===== src/rtl/blinky_pkg.sv =====
// Shared constants and types for the LED blink generator.
package blinky_pkg;

    localparam int BLINKY_CNT_WIDTH_DEFAULT   = 24;
    localparam int BLINKY_HALF_PERIOD_DEFAULT = 10;
    // 0.25 s half-period at a 50 MHz board clock.
    localparam int BLINKY_HALF_PERIOD_FPGA    = 12_500_000;

    typedef logic [BLINKY_CNT_WIDTH_DEFAULT-1:0] blinky_cnt_t;

endpackage


===== src/rtl/blinky_tick.sv =====
// Modulo-N prescaler: emits a one-cycle tick on the enabled cycle that wraps the count.
module blinky_tick
    import blinky_pkg::*;
#(
    parameter int N         = BLINKY_HALF_PERIOD_DEFAULT,
    parameter int CNT_WIDTH = BLINKY_CNT_WIDTH_DEFAULT
) (
    input  logic clk_i,
    input  logic rst_ni,
    input  logic en_i,
    output logic tick_o
);

    localparam logic [CNT_WIDTH-1:0] LAST = CNT_WIDTH'(N - 1);

    logic [CNT_WIDTH-1:0] cnt_q;
    logic [CNT_WIDTH-1:0] cnt_next;
    logic                 at_last;

    always_comb begin
        at_last  = (cnt_q == LAST);
        cnt_next = cnt_q;
        if (en_i) begin
            cnt_next = at_last ? '0 : cnt_q + CNT_WIDTH'(1);
        end
        tick_o = en_i & at_last;
    end

    always_ff @(posedge clk_i or negedge rst_ni) begin
        if (!rst_ni) begin
            cnt_q <= '0;
        end else begin
            cnt_q <= cnt_next;
        end
    end

endmodule


===== src/rtl/blinky_led.sv =====
// LED blink generator: registered output inverts every HALF_PERIOD enabled cycles.
module blinky_led
    import blinky_pkg::*;
#(
    parameter int HALF_PERIOD = BLINKY_HALF_PERIOD_DEFAULT,
    parameter int CNT_WIDTH   = BLINKY_CNT_WIDTH_DEFAULT
) (
    input  logic clk_i,
    input  logic rst_ni,
    input  logic en_i,
    output logic blinky_o
);

    // The counter must be able to hold HALF_PERIOD-1 and the period must be nonzero.
    if (HALF_PERIOD < 1 || longint'(HALF_PERIOD) >= (longint'(1) << CNT_WIDTH)) begin : g_bad_param
        $error("blinky_led: HALF_PERIOD out of range for CNT_WIDTH");
    end

    logic tick;
    logic led_q;

    blinky_tick #(
        .N         (HALF_PERIOD),
        .CNT_WIDTH (CNT_WIDTH)
    ) u_tick (
        .clk_i  (clk_i),
        .rst_ni (rst_ni),
        .en_i   (en_i),
        .tick_o (tick)
    );

    always_ff @(posedge clk_i or negedge rst_ni) begin
        if (!rst_ni) begin
            led_q <= 1'b0;
        end else if (tick) begin
            led_q <= ~led_q;
        end
    end

    assign blinky_o = led_q;

endmodule


===== config.mk =====
export PLATFORM = sky130hd
export DESIGN_NAME = blinky_led
export DESIGN_NICKNAME = d
export VERILOG_FILES = /design/src/rtl/blinky_pkg.sv /design/src/rtl/blinky_tick.sv /design/src/rtl/blinky_led.sv
export SDC_FILE = /design/constraint.sdc
export NUM_CORES = 1
export LEC_CHECK = 0
export ABC_AREA = 1
export BUFFER_PORTS_ARGS = -buffer_cell sky130_fd_sc_hd__buf_2
export CAP_MARGIN = 20
export CORE_MARGIN = 1.5
export CORE_UTILIZATION = 50
export CTS_BUF_LIST = sky130_fd_sc_hd__clkbuf_8
export DETAILED_ROUTE_END_ITERATION = 7
export PLACE_DENSITY = 0.78
export SYNTH_ARGS = -nofsm -noshare
export SYNTH_HDL_FRONTEND = slang
export SYNTH_HIERARCHICAL = 1
export SYNTH_SLANG_ARGS = --single-unit

===== constraint.sdc =====
create_clock -name clk_i -period 1.52 [get_ports clk_i]
set_clock_uncertainty 0.05 [all_clocks]
set_input_delay 0.228 -clock clk_i [delete_from_list [all_inputs] [get_ports clk_i]]
set_output_delay 0.228 -clock clk_i [all_outputs]
set_load 0.01 [all_outputs]

==> impl_metrics.ini <==
[setup_path]
worstSetupPathType = reg2reg
critPathLaunchType = flop
path_delay_family = simple AND/OR/NAND/NOR gates
crit_required_ns = 1.65
r2r_cells = 9
reg2reg_slack_ns = 0.12
arrival_ns = 1.52
end_kind = flop
path_buf_inv = 2
critPathMaxStageDelay_ns = 0.43
r2r-start = u_tick/cnt_q[1]
worstReg2RegEnd = blinky_o
crit_chain = inv_1 > ha_1 > nand3_1 > nor2_1 > nand3_1 > nor2_2 > inv_1 > nand2_1 > nand2_1
worst_path_max_delay_cell = dfrtp_1
cp_max_fo = 4

[global_route]
grt_max_degree = 26
gr-usage-all-layers = 0.2181
antenna_found_initial = 0
overflow = 0
grt_first_pass_wirelength_microns = 5727
grt_pass1_vias = 1313

[route]
avgViaCountPerCell = 4.810
dr.first_iter.drc_count = 65
num_vias = 1414
wire_per_inst_microns = 11.22
postRouteAntennaNets = 0
dr.pass1.iters = 4
drc = 0
drt_wl_total_microns = 3298

[placement]
io_buffers = 3
dpl_cell_area_sq_um = 1700
dpl.hpwl_microns = 2560
dp.cells = 289
dp_slack_ns = 0.06335
routabilityCongestion = 0.8539

[logic_synthesis]
synth.top_cell.area_share = 0.3855
synthArstFlopShare = 1.000
synth.area.mux_share = 0
synth_top_area_cell = dfrtp_1
synth-edff-count = 0
synth_fa_ha_area_frac = 0.01542
ys_types = 16
synth_top_family_by_area = simple AND/OR/NAND/NOR gates
synth_area_sq_um = 1623
synth_commonest_cells = 81 x nand2_1, 46 x nor2_1, 39 x inv_1, 25 x dfrtp_1, 12 x nand3_1
synth_cells = 241
synth_xor_area_frac = 0.05937
synth_flop_cell = dfrtp_1
synth_seq_area_share = 0.3855
avgSynthCellArea_sq_um = 6.734
yosys.area_share.simple = 0.4410
syn_nets = 246
ys_top_cells_by_area = dfrtp_1 39%, nand2_1 19%, nor2_1 11%, inv_1 9.0%, xor2_1 3.8%
synth_most_common_cell = nand2_1
synth-seq-cells = 25
ys.warnings.count = 6
synth-compound-area-share = 0.004626

[sta]
finalHoldViolCount = 0
fmaxAchievable_mhz = 716.2
rsz0062_at_grt = yes
period_minus_slack_ns = 1.396
tightestPinTransition_ns = 0.5651
period_share = 0.9186
finalWorstSetupSlack_ns = 0.1237
hold_ws_ns = 0.3186
max-slew-margin-rel = 0.6233
final_max_slew_viol_count = 0
setup_viol = 0

[status]
outcome = finished clean

[finish]
fillers = 303
layout-drive-gt1-share = 0.1280
fin_area_sq_um = 1765
multi_input_area_sq_um = 852.1
nNetsFinal = 256
regArea_sq_um = 626.9
area_delta_synth_final_pct = 8.789
final_cells = 294
antenna_cells = 0

[die]
core_sq_um = 3078
die-width_microns = 59.97
row_count = 20
ioPinCount = 4
die_area_sq_um = 3596
die_y_microns = 59.97
start_util = 0.5272

[cts]
h-tree-depth = 1
root_buffer = clkbuf_8
cts.path.max_buffers = 2
cts_buffers = 3
clk_latency_ns = 0.27
clk_pin_slew_worst_paths_ns = 0.09
cts_tree = yes
cts.sinks = 25

[worst_hold_path]
whs_endpoint = u_tick/cnt_q[0]
min_from = en_i
worstHoldPathType = in2reg
hold_depth = 4

[pwr]
p_per_area_nw_per_um2 = 860.2
static-leakage-power_nw = 0.8444
ir_worst_vdd_v = 0.0005916

[job]
maxCapViolCount = 0
registers in the layout, indices dropped and copies added, names as in the netlist:
name / flops
u_tick/cnt_q: 24
blinky_o: 1
where the power goes:
| part | switching (mW) | leakage (nW) | internal [mW] | total [mW] |
|---|---|---|---|---|
| sequential | 0.0959 | 0.302 | 0.729 | 0.825 |
| combinational | 0.188 | 0.517 | 0.108 | 0.296 |
| clock | 0.214 | 0.0255 | 0.184 | 0.398 |
stage by stage:
stage,power [mW],util,TNS [ns]
floorplan,1.054,-,0
global placement,1.120,0.5524,0
detailed placement,1.128,0.5524,0
CTS,1.532,0.5707,0
global route,1.611,0.5736,-0.05254
finish,1.519,0.5736,0
worst reg2reg max path: stages (launching register included):
cell     delay [ns]
dfrtp_1        0.43
inv_1          0.07
ha_1           0.16
nand3_1        0.08
nor2_1         0.10
nand3_1        0.10
nor2_2         0.16
inv_1          0.06
nand2_1        0.05
nand2_1        0.04
worst max path at each step:
stage / from / endpoint / slack, ns / cells past startpoint
detailed placement: u_tick/cnt_q[1] / blinky_o / 0.06 / 9
floorplan: u_tick/cnt_q[1] / blinky_o / 0.22 / 9
finish: u_tick/cnt_q[1] / blinky_o / 0.12 / 9
global placement: u_tick/cnt_q[0] / u_tick/cnt_q[20] / 0.12 / 8
global route: u_tick/cnt_q[1] / blinky_o / -0.03 / 9
CTS: u_tick/cnt_q[1] / blinky_o / 0.05 / 9
what timing repair did:
action | CTS | global route
setup buffers | 0 | 0
endpoints found under the setup margin | 0 | 9
resized for setup | 0 | 4
hold buffers | 1 | 0
endpoints found under the hold margin | 25 | 0
cell families after synthesis:
logic type	after synthesis
adders and majority gates	2
buffers and inverters	40
AOI/OAI and AO/OA	1
xor gates and xnor gates	11
and+or+nand+nor	162
DFF	25
cell usage in the layout, fill, tap and decap left out:
master and count:
nand2_1 81, nor2_1 43, inv_1 39, dfrtp_1 24
nand3_1 12, nor2_2 11, xor2_1 7, nand2_2 4
xnor2_1 4, nor3_1 4, clkbuf_8 3, buf_2 3
nor2_4 3, nand3_2 3, ha_1 2, clkinv_2 1
dlygate4sd3_1 1, o21bai_1 1, nor2_8 1, inv_4 1
dfrtp_2 1, buf_4 1
layer usage:
layer | part of all wire | GRT usage
met3 | 0.027 | 0.02597
met5 | 0 | 0
met4 | 0.016 | 0.09524
met2 | 0.47 | 0.3634
met1 | 0.48 | 0.2830
cell type report:
cell class,count,area share
clock buffers,3,0.02339
clock inverters,1,0.002835
inverters,40,0.08646
multi-input cells,176,0.4826
flip-flops and latches,25,0.3551
well taps,44,0.03118
repair buffers,5,0.01843
Power figures use the tool's default switching activity.
